<file path="src/rtl/key_input_conditioner.sv">
// Seven-key front end: synchronise, debounce, priority-encode the lowest pressed key,
// emit press/release events and time how long the current note has been held.
module key_input_conditioner #(
  parameter int unsigned DEBOUNCE_CYCLES = 2_000_000,
  parameter int unsigned TICK_CYCLES     = 100_000,
  parameter int unsigned HOLD_W          = 16
) (
  input  logic              clk,
  input  logic              reset,
  input  logic [6:0]        keys_raw,
  output logic [6:0]        keys_clean,
  output logic [3:0]        note,
  output logic              press_pulse,
  output logic              release_pulse,
  output logic [HOLD_W-1:0] hold_ms
);

  localparam int unsigned NUM_KEYS = 7;
  localparam int unsigned CNT_W    = $clog2(DEBOUNCE_CYCLES);
  localparam int unsigned PRE_W    = $clog2(TICK_CYCLES);
  localparam logic [CNT_W-1:0] CNT_LAST = CNT_W'(DEBOUNCE_CYCLES - 1);
  localparam logic [PRE_W-1:0] PRE_LAST = PRE_W'(TICK_CYCLES - 1);

  logic [6:0]       s1;
  logic [6:0]       s2;
  logic [CNT_W-1:0] db_cnt [NUM_KEYS];
  logic [PRE_W-1:0] prescale;
  logic [3:0]       note_nx;
  logic             press_c;
  logic             release_c;

  // Two-flop synchroniser and per-key debounce; keys_clean holds the accepted levels.
  always_ff @(posedge clk or negedge reset) begin
    if (!reset) begin
      s1         <= '0;
      s2         <= '0;
      keys_clean <= '0;
      for (int i = 0; i < NUM_KEYS; i++) db_cnt[i] <= '0;
    end else begin
      s1 <= keys_raw;
      s2 <= s1;
      for (int i = 0; i < NUM_KEYS; i++) begin
        if (s2[i] == keys_clean[i]) begin
          db_cnt[i] <= '0;
        end else if (db_cnt[i] == CNT_LAST) begin
          keys_clean[i] <= s2[i];
          db_cnt[i]     <= '0;
        end else begin
          db_cnt[i] <= db_cnt[i] + CNT_W'(1);
        end
      end
    end
  end

  // Lowest pressed key wins; scanning downward leaves the lowest index last.
  always_comb begin
    note_nx = 4'd0;
    for (int i = NUM_KEYS - 1; i >= 0; i--) begin
      if (keys_clean[i]) note_nx = 4'(i + 1);
    end
  end

  assign press_c   = (note_nx != 4'd0) && (note_nx != note);
  assign release_c = (note_nx == 4'd0) && (note != 4'd0);

  always_ff @(posedge clk or negedge reset) begin
    if (!reset) begin
      note          <= '0;
      press_pulse   <= 1'b0;
      release_pulse <= 1'b0;
    end else begin
      note          <= note_nx;
      press_pulse   <= press_c;
      release_pulse <= release_c;
    end
  end

  // Hold timer restarts on every new note and freezes while no key is down.
  always_ff @(posedge clk or negedge reset) begin
    if (!reset) begin
      prescale <= '0;
      hold_ms  <= '0;
    end else if (press_c) begin
      prescale <= '0;
      hold_ms  <= '0;
    end else if (note != 4'd0) begin
      if (prescale == PRE_LAST) begin
        prescale <= '0;
        if (hold_ms != '1) hold_ms <= hold_ms + HOLD_W'(1);
      end else begin
        prescale <= prescale + PRE_W'(1);
      end
    end else begin
      prescale <= '0;
    end
  end

endmodule

</file>
<file path="config.mk">
export PLATFORM = sky130hd
export DESIGN_NAME = key_input_conditioner
export DESIGN_NICKNAME = d
export VERILOG_FILES = /design/src/rtl/key_input_conditioner.sv
export SDC_FILE = /design/constraint.sdc
export NUM_CORES = 1
export LEC_CHECK = 0
export CORE_ASPECT_RATIO = 0.9
export CORE_UTILIZATION = 35
export DETAILED_ROUTE_END_ITERATION = 8
export GPL_TIMING_DRIVEN = 0
export PLACE_DENSITY = 0.57
export SLEW_MARGIN = 10
export SYNTH_ARGS = -nofsm -noshare
export SYNTH_HDL_FRONTEND = slang
export SYNTH_SLANG_ARGS = --single-unit
export TNS_END_PERCENT = 1
</file>
<file path="constraint.sdc">
create_clock -name clk -period 5.9 [get_ports clk]
set_input_delay 0.59 -clock clk [delete_from_list [all_inputs] [get_ports clk]]
set_output_delay 0.59 -clock clk [all_outputs]
set_load 0.01 [all_outputs]
</file>
==> results of run 1 <==
cells in the mapped netlist, types with 4 or more instances:
library cell and number:
nor4b_1 9, nand4_1 39, nor3b_1 4, a21oi_1 10, nor2_1 193, nor3_1 42, nor4_1 31, nor2b_1 5
xnor2_1 80, or2_2 10, clkbuf_1 21, ha_1 9, nand2b_1 5, nor4bb_1 4, nand2_1 56, or3_1 8
mux2_2 6, and4_1 15, dfrtp_1 206, xor2_1 78, nand3_1 71, and3_1 23, inv_1 27, o21ai_0 8
power by group:
part,total [mW],internal [mW],switching (mW)
logic,0.0833,0.0257,0.0576
registers,1.44,1.43,0.0153
clock network,1.45,0.894,0.551
total,2.97,2.35,0.624
logic make-up (layout without fill, tap and decap cells):
| kind of cell | Yosys count | count (layout) |
|---|---|---|
| DFF | 206 | 206 |
| adders and majority gates | 9 | 9 |
| other | 1 | 1 |
| and+or+nand+nor | 528 | 528 |
| muxes | 8 | 8 |
| buffers and inverters | 52 | 128 |
| AOI/OAI and AO/OA | 32 | 32 |
| xor gates and xnor gates | 158 | 158 |
flip-flops by register name, indices dropped and copies added (netlist names):
name / cells
db_cnt: 147
prescale: 17
hold_ms: 16
keys_clean: 7
s1: 7
s2: 7
note: 3
press_pulse: 1
release_pulse: 1
routing by layer:
layer | part of all wire (%) | GRT usage, %
met1 | 53 | 20.6
met2 | 41 | 20.2
met3 | 3.9 | 2.46
met4 | 2.0 | 3.00
met5 | 0 | 0
critical path, stage by stage, from the launching register on:
cell and delay [ns]:
dfrtp_1 0.43, clkbuf_1 0.35, nor3b_1 0.10, a221o_1 0.27, o22ai_1 0.60, clkbuf_1 0.50, nor3_1 0.14
worst paths after layout:
kind | cells past startpoint | endpoint
worst max-delay path | 6 | prescale[15]$_DFF_PN0_
min in group clk | 0 | s2[6]$_DFF_PN0_
max in group asynchronous | 3 | note[0]$_DFF_PN0_
worst min-delay path | 2 | db_cnt[82]$_DFF_PN0_
worst max register to register | 6 | prescale[15]$_DFF_PN0_
worst min register to register | 0 | s2[6]$_DFF_PN0_
cell usage in the layout (no fill, tap or decap), types with 5 or more instances in the layout:
master,netlist,final
xnor2_1,80,80
clkbuf_1,21,25
nand4_1,39,39
nor3_1,42,42
nand2b_1,5,5
nor2b_1,5,5
or2_2,10,10
nor4b_1,9,9
and4_1,15,15
xor2_1,78,78
and3_1,23,23
nand3_1,71,71
nor4_1,31,31
mux2_2,6,6
o21ai_0,8,8
nor2_1,193,193
inv_1,27,27
dfrtp_1,206,206
clkbuf_16,0,23
ha_1,9,9
a21oi_1,10,10
nand2_1,56,56
or3_1,8,8
clkdlybuf4s50_1,0,35
area by class of cell:
type	instances	area, µm²
Timing Repair Buffer	38	420
Buffer	25	113
Clock buffer	31	646
Clock inverter	7	118
Multi-Input combinational cell	736	4430
Inverter	27	101
Fill cell	2689	15800
Tap cell	354	443
Sequential cell	206	5150
==> results_dict.tcl, run 1 <==
set metrics [dict create \
    outcome "complete, no violations" \
    fmax_mhz 396 \
    drive_gt1_share_pct 5.51 \
    post_dp_cell_area_um2 10700 \
    synth_compound_area_share_pct 2.06 \
    drt_wl_total_um 18700 \
    drt_first_iter_violations 341 \
    fin_util_pct 41.9 \
    rsz0062_at_grt "false" \
    initial_core_util_pct 36.0 \
    synth_top_family_by_area "simple AND/OR/NAND/NOR gates" \
    viasPerCell 4.85 \
    syn_nets 1012 \
    synthToLayoutAreaGrowth_pct 16.6 \
    tritoncts "built" \
    r2r-start "keys_clean[0]$_DFFE_PN0P_" \
    critPathLaunch "keys_clean[0]$_DFFE_PN0P_" \
    synthTopCellsByArea "dfrtp_1 53%, nor2_1 7.4%, xnor2_1 7.2%" \
    holdWs_ns 0.107 \
    synth_seq_area_share_pct 52.6 \
    core-area_um2 27200 \
    grt_use_total_pct 13.6 \
    finalClockSkew_ns 0.00878 \
    n_antenna_cell 0 \
    wl_per_cell_um 13.1 \
    stdcell_count 1424 \
    synth_flop_cell "dfrtp_1" \
    worst_slack_ns 3.38 \
    crit_required_ns 6.25 \
    synth-simple-area-share_pct 26.9 \
    maxCapViolations 0 \
    cp-end-kind "flop" \
    place.gp.congestion 0.772 \
    period_minus_slack_ns 2.52 \
    tightest_slew_ns 0.916 \
    cts-resized-gates 0 \
    cts_buffers 23 \
    total_power_mw 2.97 \
    overflow 0 \
    post-cts-setup-buffers 0 \
    synth_top_area_share_pct 52.6 \
    syn_inst 994 \
    synth_cell_types 47 \
    layout.nets 1075 \
    die-area_um2 28700 \
    synthXorXnorAreaFrac_pct 14.1 \
    port_buffers 36 \
    boundaryPins 38 \
    cp_max_fo 10 \
    row_count 57 \
    antenna_found_initial 0 \
    synth-edff-count 0 \
    cts_hold_buffers 0 \
    cts_buffer_depth 3 \
    dpl.cell_count 1386 \
    num_vias 6902 \
    setup_tns_ns 0 \
    syn_avg_cell_area_um2 9.86 \
    grt_pass1_vias 6623 \
    die_h_um 161 \
    fin_crit_sh_pct 42.8 \
    yosys_warnings 0 \
    finalSetupViolations 0 \
    ys_seq_elements 206 \
    synthArstFlopShare_pct 100 \
    drc 0 \
    power.density_nw_per_um2 260 \
    crit_type "flop to flop" \
    relSlewSlack_pct 38.4 \
    irDropWorstVdd_uv 213 \
    crit_arrival_ns 2.87 \
    firstDrtPassIters 4 \
    setup.worst_path.start_class "flop" \
    hpwlAfterDp_um 12600 \
    muxShareOfSynthArea_pct 0.894 \
    synth_top_area_cell "dfrtp_1" \
    place_ws_ns 3.34 \
    clk_pin_slew_ns 0.06 \
    p_leak_nw 4.65 \
    synth_adder_area_share_pct 1.15 \
    fin_area_um2 11400 \
    grt_max_degree 105 \
    slew_viol_final 0 \
    cts_sinks 206 \
    htreeDepth 1 \
    die-width_um 178 \
    grt_pass1_wl_um 32800 \
    syn_area_um2 9800 \
    hold_violations 0 \
    clock_latency_ns 0.50 \
    cts_root_buf "clkbuf_16" \
    rrSetupSlack_ns 3.38 \
    hp-class "input port to asynchronous set/reset pin" \
    postRouteAntennaNets 0 \
]
No activity file was read; power rests on OpenSTA's default activity.
==> run 2, diff against run 1 <==
--- a/config.mk
+++ b/config.mk
@@ -9,7 +9,7 @@
 export CORE_UTILIZATION = 35
 export DETAILED_ROUTE_END_ITERATION = 8
 export GPL_TIMING_DRIVEN = 0
-export PLACE_DENSITY = 0.57
+export PLACE_DENSITY = 0.59
 export SLEW_MARGIN = 10
 export SYNTH_ARGS = -nofsm -noshare
 export SYNTH_HDL_FRONTEND = slang
==> constraint.sdc (replaced) <==
create_clock -name clk -period 2.15 [get_ports clk]
set_input_delay 0.215 -clock clk [delete_from_list [all_inputs] [get_ports clk]]
set_output_delay 0.215 -clock clk [all_outputs]
set_load 0.01 [all_outputs]
==> run 2 against run 1 <==
The flow now finishes with violations (setup timing). Cell area up 0.95%. Core utilization up 0.40 points. Die area unchanged. Maximum frequency up 15%. Global-route usage up 0.15 points. Combinational power rose to 2.7 times the previous value. Non-clock buffer count up 4. Worst hold slack better by 0.034 ns. Critical path type unchanged.
==> results_dict.tcl, run 2 (same netlist as run 1, synthesis figures left out) <==
set metrics [dict create \
    fin_area_um2 11500 \
    place_ws_ns -0.459 \
    cts_buffer_depth 3 \
    fin_crit_sh_pct 102 \
    row_count 57 \
    die-area_um2 28700 \
    top_regs "db_cnt (147), prescale (17), hold_ms (16)" \
    tritoncts "built" \
    critPathBufInv 2 \
    cts_buffers 23 \
    finalSetupViolations 4 \
    hold_violations 0 \
    initial_core_util_pct 36.0 \
    crit_family "simple AND/OR/NAND/NOR gates" \
    cp_max_fo 10 \
    drt_wl_total_um 18800 \
    clock_latency_ns 0.51 \
    maxCapViolations 0 \
    crit_arrival_ns 2.63 \
    drive_gt1_share_pct 8.85 \
    setup.worst_path.start_class "flop" \
    slew_viol_final 0 \
    stdcell_count 1428 \
    grt_use_total_pct 13.8 \
    cpMaxStageDelayCell "or4_4" \
    fin_util_pct 42.3 \
    irDropWorstVdd_uv 453 \
    grt_pass1_vias 6808 \
    layout.cells.most_common_list "203 x dfrtp_1, 193 x nor2_1, 80 x xnor2_1" \
    boundaryPins 38 \
    layout.nets 1079 \
    overflow 0 \
    port_buffers 36 \
    dpl.cell_count 1385 \
    grt_max_degree 110 \
    core-area_um2 27200 \
    die-width_um 178 \
    cts_root_buf "clkbuf_16" \
    crit_top_cell "buf_6" \
    tightest_slew_ns 0.854 \
    setup_tns_ns -0.159 \
    period_minus_slack_ns 2.20 \
    viasPerCell 4.94 \
    violations "setup timing" \
    wl_per_cell_um 13.2 \
    p_leak_nw 4.69 \
    crit_required_ns 2.58 \
    cp-end-kind "flop" \
    drt_first_iter_violations 389 \
    post_dp_cell_area_um2 10600 \
    cpPeakStageDelay_ns 0.49 \
    largest_reg_flops 147 \
    crit_type "flop to flop" \
    firstDrtPassIters 4 \
    finalClockSkew_ns 0.0141 \
    place.gp.congestion 0.788 \
    hpwlAfterDp_um 12300 \
    postRouteAntennaNets 0 \
    power.density_nw_per_um2 700 \
    synthToLayoutAreaGrowth_pct 17.7 \
    clk_pin_slew_ns 0.06 \
    n_antenna_cell 0 \
    drc 0 \
    grt_pass1_wl_um 33200 \
    rsz0062_at_grt "true" \
    relSlewSlack_pct 42.5 \
    worst_slack_ns -0.0502 \
    num_vias 7051 \
    regMostFlops "db_cnt" \
    die_h_um 161 \
    fmax_mhz 455 \
    antenna_found_initial 0 \
    final_common_cell "dfrtp_1" \
    crit_chain "nand2_1 -> or4_4 -> buf_6 -> a2111o_1 -> buf_6 -> or3_1 -> a21oi_1" \
    cts_sinks 206 \
    htreeDepth 1 \
    hp-class "input port to flop" \
    outcome "finished with violations" \
]
run 2: changes by cell type in the layout (fill, tap and decap cells not counted), moves of 2 or more:
cell	before	now
dfrtp_2	0	3
nor4_1	31	24
clkbuf_1	25	9
buf_2	0	3
clkinvlp_4	0	3
clkbuf_2	0	12
nor4_2	0	7
ha_1	9	7
buf_4	1	6
dfrtp_1	206	203
run 2: cell type report:
class | instances | area (µm²)
timing repair buffer | 42 | 433
buffer | 25 | 135
tap | 354 | 443
inverter | 27 | 101
clock buffer | 29 | 628
clock inverter | 9 | 113
multi-input combinational | 736 | 4520
fill | 2636 | 15700
sequential | 206 | 5160
run 2: final timing paths:
kind / slack [ns] / start / endpoint / cells after the start
setup / recovery: -0.05 / prescale[9]$_DFF_PN0_ / hold_ms[3]$_DFFE_PN0P_ / 7
hold / removal: 0.14 / keys_raw[2] / s1[2]$_DFF_PN0_ / 1
setup reg to reg: -0.05 / prescale[9]$_DFF_PN0_ / hold_ms[3]$_DFFE_PN0P_ / 7
hold reg to reg: 0.35 / s1[1]$_DFF_PN0_ / s2[1]$_DFF_PN0_ / 0
max in group asynchronous: 0.84 / reset / db_cnt[21]$_DFF_PN0_ / 3
min in group asynchronous: 0.34 / reset / db_cnt[66]$_DFF_PN0_ / 2
run 2: per-stage QoR:
stage,power (mW),hold WS (ns)
2_1_floorplan,4.13,-0.0806
3_3_place_gp,4.26,0.332
3_5_place_dp,4.27,0.313
4_1_cts,8.22,0.119
5_1_grt,8.39,0.123
6_report,8.07,0.141
run 2: power breakdown:
group	internal [mW]	total [mW]	switching [mW]	leakage (nW)
clock network	2.31	3.88	1.58	0.356
registers	3.92	3.96	0.0412	2.82
logic	0.0689	0.226	0.157	1.51
run 2: layer usage:
metal  global-route usage [%]  routed length, µm
met2                     20.9               8010
met4                     3.62                419
met1                     20.2               9650
met3                     2.53                733
met5                        0                  0
run 2: what timing repair did:
action	in CTS	in global routing
cloned	0	0
hold endpoints to repair	97	0
gates resized for setup	16	27
setup endpoints to repair	79	131
buffers inserted	2	2
pin swaps	0	2
hold buffers	1	0
==> run 3, diff against run 2 <==
--- a/config.mk
+++ b/config.mk
@@ -10,7 +10,7 @@
 export DETAILED_ROUTE_END_ITERATION = 8
 export GPL_TIMING_DRIVEN = 0
 export PLACE_DENSITY = 0.59
-export SLEW_MARGIN = 10
+export SLEW_MARGIN = 5
 export SYNTH_ARGS = -nofsm -noshare
 export SYNTH_HDL_FRONTEND = slang
 export SYNTH_SLANG_ARGS = --single-unit
==> results of run 3 <==
No change in the layout: final DEF, timing and power equal those of run 2.
